===== config.mk =====
export PLATFORM = sky130hd
export DESIGN_NAME = sram_arbiter
export DESIGN_NICKNAME = d
export VERILOG_FILES = /design/src/rtl/sram_arbiter.sv
export SDC_FILE = /design/constraint.sdc
export NUM_CORES = 1
export LEC_CHECK = 0
export CAP_MARGIN = 20
export CELL_PAD_IN_SITES_DETAIL_PLACEMENT = 0
export CELL_PAD_IN_SITES_GLOBAL_PLACEMENT = 1
export CORE_UTILIZATION = 30
export CTS_CLUSTER_SIZE = 25
export DETAILED_ROUTE_END_ITERATION = 8
export PLACE_DENSITY_LB_ADDON = 0.1
export SLEW_MARGIN = 40
export SYNTH_ARGS = -nofsm -noshare
export SYNTH_HDL_FRONTEND = slang
export SYNTH_SLANG_ARGS = --single-unit

===== constraint.sdc =====
create_clock -name clk -period 3.5 [get_ports clk]
set_clock_uncertainty 0.2 [all_clocks]
set_input_delay 0.7 -clock clk [delete_from_list [all_inputs] [get_ports clk]]
set_output_delay 0.7 -clock clk [all_outputs]
set_load 0.05 [all_outputs]

===== src/rtl/sram_arbiter.sv =====
// Round-robin arbiter and access sequencer putting two requesters onto one single-port SRAM.
// Latency: gnt 1 cycle after winning in IDLE, rvalid 2 cycles; requester holds req until gnt.
module sram_arbiter #(
    parameter int ADDR_W = 4,
    parameter int DATA_W = 4,
    parameter int DEPTH  = 10
) (
    input  logic              clk,
    input  logic              rst,
    input  logic              a_req,
    input  logic              a_we,
    input  logic [ADDR_W-1:0] a_addr,
    input  logic [DATA_W-1:0] a_wdata,
    input  logic              b_req,
    input  logic              b_we,
    input  logic [ADDR_W-1:0] b_addr,
    input  logic [DATA_W-1:0] b_wdata,
    output logic              a_gnt,
    output logic              b_gnt,
    output logic              a_err,
    output logic              b_err,
    output logic              a_rvalid,
    output logic              b_rvalid,
    output logic [DATA_W-1:0] rdata,
    output logic              mem_we,
    output logic [ADDR_W-1:0] mem_address,
    output logic [DATA_W-1:0] mem_write_in,
    input  logic [DATA_W-1:0] mem_data_out
);

    typedef enum logic [2:0] {IDLE, WR, RD, RESP, ERR} state_t;

    localparam logic [ADDR_W:0] DEPTH_C = (ADDR_W+1)'(DEPTH);

    state_t              state_q;
    logic                last_q;   // 1 = B was served last
    logic                id_q;     // 1 = B owns the current access
    logic [ADDR_W-1:0]   addr_q;
    logic [DATA_W-1:0]   wdata_q;
    logic [DATA_W-1:0]   rdata_q;

    logic                win_b;
    logic                sel_we;
    logic [ADDR_W-1:0]   sel_addr;
    logic [DATA_W-1:0]   sel_wdata;
    logic                addr_bad;

    assign win_b     = b_req & (~a_req | ~last_q);
    assign sel_we    = win_b ? b_we    : a_we;
    assign sel_addr  = win_b ? b_addr  : a_addr;
    assign sel_wdata = win_b ? b_wdata : a_wdata;
    assign addr_bad  = {1'b0, sel_addr} >= DEPTH_C;

    always_ff @(posedge clk) begin
        if (rst) begin
            state_q <= IDLE;
            last_q  <= 1'b1;
            id_q    <= 1'b0;
            addr_q  <= '0;
            wdata_q <= '0;
            rdata_q <= '0;
        end else begin
            case (state_q)
                IDLE: begin
                    if (a_req || b_req) begin
                        id_q    <= win_b;
                        last_q  <= win_b;
                        addr_q  <= sel_addr;
                        wdata_q <= sel_wdata;
                        if (addr_bad)
                            state_q <= ERR;
                        else if (sel_we)
                            state_q <= WR;
                        else
                            state_q <= RD;
                    end
                end
                WR:   state_q <= IDLE;
                RD:   state_q <= RESP;
                RESP: begin
                    rdata_q <= mem_data_out;
                    state_q <= IDLE;
                end
                ERR:  state_q <= IDLE;
                default: state_q <= IDLE;
            endcase
        end
    end

    // Outputs decode registered state only; reset masks them so an interrupted WR never commits.
    logic in_gnt;
    assign in_gnt = (state_q == WR) || (state_q == RD) || (state_q == ERR);

    assign a_gnt        = ~rst & in_gnt & ~id_q;
    assign b_gnt        = ~rst & in_gnt &  id_q;
    assign a_err        = ~rst & (state_q == ERR) & ~id_q;
    assign b_err        = ~rst & (state_q == ERR) &  id_q;
    assign a_rvalid     = ~rst & (state_q == RESP) & ~id_q;
    assign b_rvalid     = ~rst & (state_q == RESP) &  id_q;
    assign mem_we       = ~rst & (state_q == WR);
    assign mem_address  = (~rst && (state_q == WR || state_q == RD)) ? addr_q : '0;
    assign mem_write_in = (~rst && state_q == WR) ? wdata_q : '0;
    assign rdata        = rst ? '0 : ((state_q == RESP) ? mem_data_out : rdata_q);

endmodule


# Yosys cells after proc, flatten, opt, wreduce, memory -nomap -nowiden
# Cells that the tools add are included.
[classes] n_eq_ne=5 muxes=11 bitwise_logic=16 n_lt_le_gt_ge=1 n_reduce_logical=7
[ops] operator="two-way mux 4 bit" n=6
[ops] operator="AND 1 bit" n=11
[ops] operator="equality test 3 x 2 -> 1 bit (second input constant)" n=2
[ops] operator="two-way mux 3 bit" n=2
[ops] operator="case mux 3 bit (2 select lines)" n=1
[ops] operator="greater-or-equal comparator 4 bit (second input constant)" n=1
[ops] operator="inverter 1 bit" n=4
[ops] operator="equality test 3 x 1 -> 1 bit (second input constant)" n=1
[ops] operator="equality test 3 bit (second input constant)" n=1
[ops] operator="logical NOT 3 bit" n=1
[ops] operator="logical OR 1 bit" n=3
[ops] operator="logical AND 1 bit" n=2
[ops] operator="two-way mux 2 bit" n=1
[ops] operator="!= test 2 bit (second input constant)" n=1
[ops] operator="AND reduction 2 bit" n=1
[ops] operator="two-way mux 1 bit" n=1
[ops] operator="bitwise OR 1 bit" n=1
[totals] register_bits=17 word_cells=46 output_inout_bits=19 in_bits=26

# Depth between registers and ports, before layout
[depth] ltp_word=8 mapped_depth=5 depth_no_buf=3

# Least setup slack after synthesis
# Ideal clock, no wire load.
[synth_path] path_kind="input-to-output" start="in rst" end="out mem_address[0]" required_time_ps=2600 stages=3 path_slack_ps=45 arrival_time_ps=2555 n_path_buf=2 path_cell_list="clkbuf_1 clkbuf_1 nor4_1"
[synth_between] elab_chain_cells=3
[synth_lines] element="start, declared" line_no="9" rtl="input logic rst,"
[synth_lines] element="inverter 1 bit" line_no="101" rtl="assign mem_address = (~rst && (state_q == WR || state_q == RD)) ? addr_q : '0;"
[synth_lines] element="logical AND 1 bit" line_no="101"
[synth_lines] element="two-way mux 4 bit" line_no="101"
[synth_lines] element="end, declared" line_no="26" rtl="output logic [ADDR_W-1:0] mem_address,"
# Every way passes these cells.

# Worst setup path after layout
[layout_path] start="in rst" end="out mem_write_in[0]"
[layout_between] elab_chain_cells=3
[layout_lines] element="inverter 1 bit" line_no="102" rtl="assign mem_write_in = (~rst && state_q == WR) ? wdata_q : '0;"
[layout_lines] element="logical AND 1 bit" line_no="102"
[layout_lines] element="two-way mux 4 bit" line_no="102"
[layout_lines] element="end, declared" line_no="27" rtl="output logic [DATA_W-1:0] mem_write_in,"
# Every way passes these cells.

==> flow_metrics.tcl <==
set metrics [dict create \
    status "finished with violations" \
    violations "design-rule violations" \
    fmax_ghz 0.333 \
    synth_cell_type_count 35 \
    die_h_um 57.7 \
    maxCapViolCount 0 \
    met3_length_um 199 \
    synth_cells 107 \
    overflow 0 \
    gp_congestion 0.733 \
    worstMarginPinSlew_ps 701 \
    setup_violations 0 \
    setup_tns_ps 0 \
    drv_slew 0 \
    route.met2.wl_mm 1.28 \
    required_ps 2600 \
    netlist_top_cells_count "17 x dfxtp_1, 9 x inv_1, 9 x nor2_1" \
    rsz0062_at_grt "false" \
    cts_hold_buf 0 \
    netlist_top_cells_area "dfxtp_1 37%, a221oi_1 7.5%, o32ai_1 7.5%" \
    drt_pass1_iterations 6 \
    grt_pass1_wl_mm 4.37 \
    path_buf_inv 2 \
    start_util 0.327 \
    p_leak_uw 0.000615 \
    ys.flop_type "dfxtp_1" \
    place_area_um2 1580 \
    cts_buffers 3 \
    syn_area_per_cell_um2 8.71 \
    slowest_stage "clkdlybuf4s50_1" \
    antenna_found_initial 0 \
    ys_warn_count 0 \
    htreeDepth 1 \
    yosysMostFrequentCell "dfxtp_1" \
    netlist_area_um2 932 \
    vias 979 \
    holdCritPathClass "reg2reg" \
    multiInputGateArea_um2 505 \
    netlist.area_leader.share 0.365 \
    hold_slack_ps 264 \
    final_area_um2 1610 \
    path_clk_slew_ps 100 \
    antenna_left 0 \
    dieArea_um2 3330 \
    cts_resized 0 \
    portBuffers 44 \
    ios 45 \
    grt_pass1_vias 958 \
    arrival_ps 2100 \
    final_nets 177 \
    coreArea_um2 2850 \
    m1WireLength_mm 1.09 \
    fin_crit_ps 3000 \
    viasPerCell 5.41 \
    post-cts-setup-buffers 0 \
    regArea_um2 340 \
    power_density_nw_per_um2 323 \
    worstSkewPairLatency_ps 290 \
    synth_fp_nets 133 \
    power_uw 520 \
    drc 3 \
    grt_util_all_layers 0.168 \
    hold_viol 0 \
    cp_top_family "simple AND/OR/NAND/NOR gates" \
    wl_mm 2.61 \
    end_kind "primary output" \
    clock_sinks 17 \
    synth-edff-count 0 \
    min_period_over_period 0.858 \
    path_class "in2out" \
    ys_ff_latch 17 \
    drive_gt1_frac 0.207 \
    syn_to_final_growth_pct 72.6 \
    async_flop_share 0 \
    drt_iter0_markers 50 \
    yosysSeqAreaShare 0.365 \
    grt_max_degree 14 \
    start_kind "input port" \
    cts_buffer_depth 2 \
    cpPeakStageDelay_ps 550 \
    nFillCells 276 \
    cts_tree "yes" \
    wire_per_inst_um 14.4 \
    cp_max_fo 8 \
    ir_drop_uv 191 \
    top_layer "met4" \
    cp_cell_sequence "clkdlybuf4s50_1 -> nor4b_2 -> and2_1 -> buf_12" \
    diodes 0 \
    relSlewSlack 0.532 \
    synth_top_area_cell "dfxtp_1" \
    cts_root_buf "clkbuf_4" \
    rows 19 \
    hpwl_mm 1.98 \
    die_w_um 57.7 \
]
## worst reg2reg max path, delay by kind of cell (launching register included)
family	cells	cell delay [ps]
multiplexers	1	190
AND/OR/NAND/NOR	2	580
flip-flops	1	600
## where the power goes
| group | switching [uW] | internal, uW | total [uW] |
|---|---|---|---|
| Sequential | 18.2 | 214 | 233 |
| Clock | 63.3 | 44.3 | 108 |
| Combinational | 90.5 | 89.6 | 180 |
## final timing paths
check,start,end,slack [ps],depth (start not counted)
worst max-delay path,rst,mem_write_in[0],500,4
worst min-delay path,wdata_q[1]$_SDFFE_PP0P_,wdata_q[1]$_SDFFE_PP0P_,260,2
worst max register to register,state_q[1]$_SDFFE_PP0P_,rdata_q[0]$_DFF_P_,1840,3
worst min register to register,wdata_q[1]$_SDFFE_PP0P_,wdata_q[1]$_SDFFE_PP0P_,260,2
## cell usage in the layout (no fill, tap or decap), types with 5 or more instances in the layout
| master | n |
|---|---|
| o32ai_1 | 8 |
| buf_12 | 19 |
| nor3_1 | 6 |
| dfxtp_1 | 17 |
| a221oi_1 | 8 |
| clkdlybuf4s50_1 | 25 |
| inv_1 | 9 |
| nor2_1 | 9 |
| mux2i_1 | 5 |
## routing by layer
metal	GRT usage	up-vias
met4	0.0680	0
met2	0.269	36
met3	0.0402	5
met5	0	-
met1	0.220	446
li1	-	492
## cells by family after synthesis
group,share of synthesized area
AOI/OAI and AO/OA,0.267
xor gates and xnor gates,0.0188
buffers and inverters,0.0926
DFF,0.365
muxes,0.0537
and+or+nand+nor,0.203
## sequential cells by signal, summed over array words and instances (netlist names)
name / count
addr_q: 4
id_q: 1
last_q: 1
rdata_q: 4
state_q: 3
wdata_q: 4
## through the flow
step | utilization | cells | setup slack, ps
floorplan | - | 107 | 45.3
global placement | 0.555 | 177 | 524
detailed placement | 0.555 | 177 | 498
CTS | 0.564 | 181 | 496
global route | 0.564 | 181 | 404
finish | 0.564 | 181 | 499
## cell type report
| type | instances | share of cell area |
|---|---|---|
| clock buffers | 4 | 0.0163 |
| well taps | 31 | 0.0241 |
| inverters | 10 | 0.0233 |
| flip-flops and latches | 17 | 0.212 |
| multi-input cells | 71 | 0.314 |
| repair buffers | 48 | 0.411 |
Note: power is estimated with default switching activity, not from simulation.
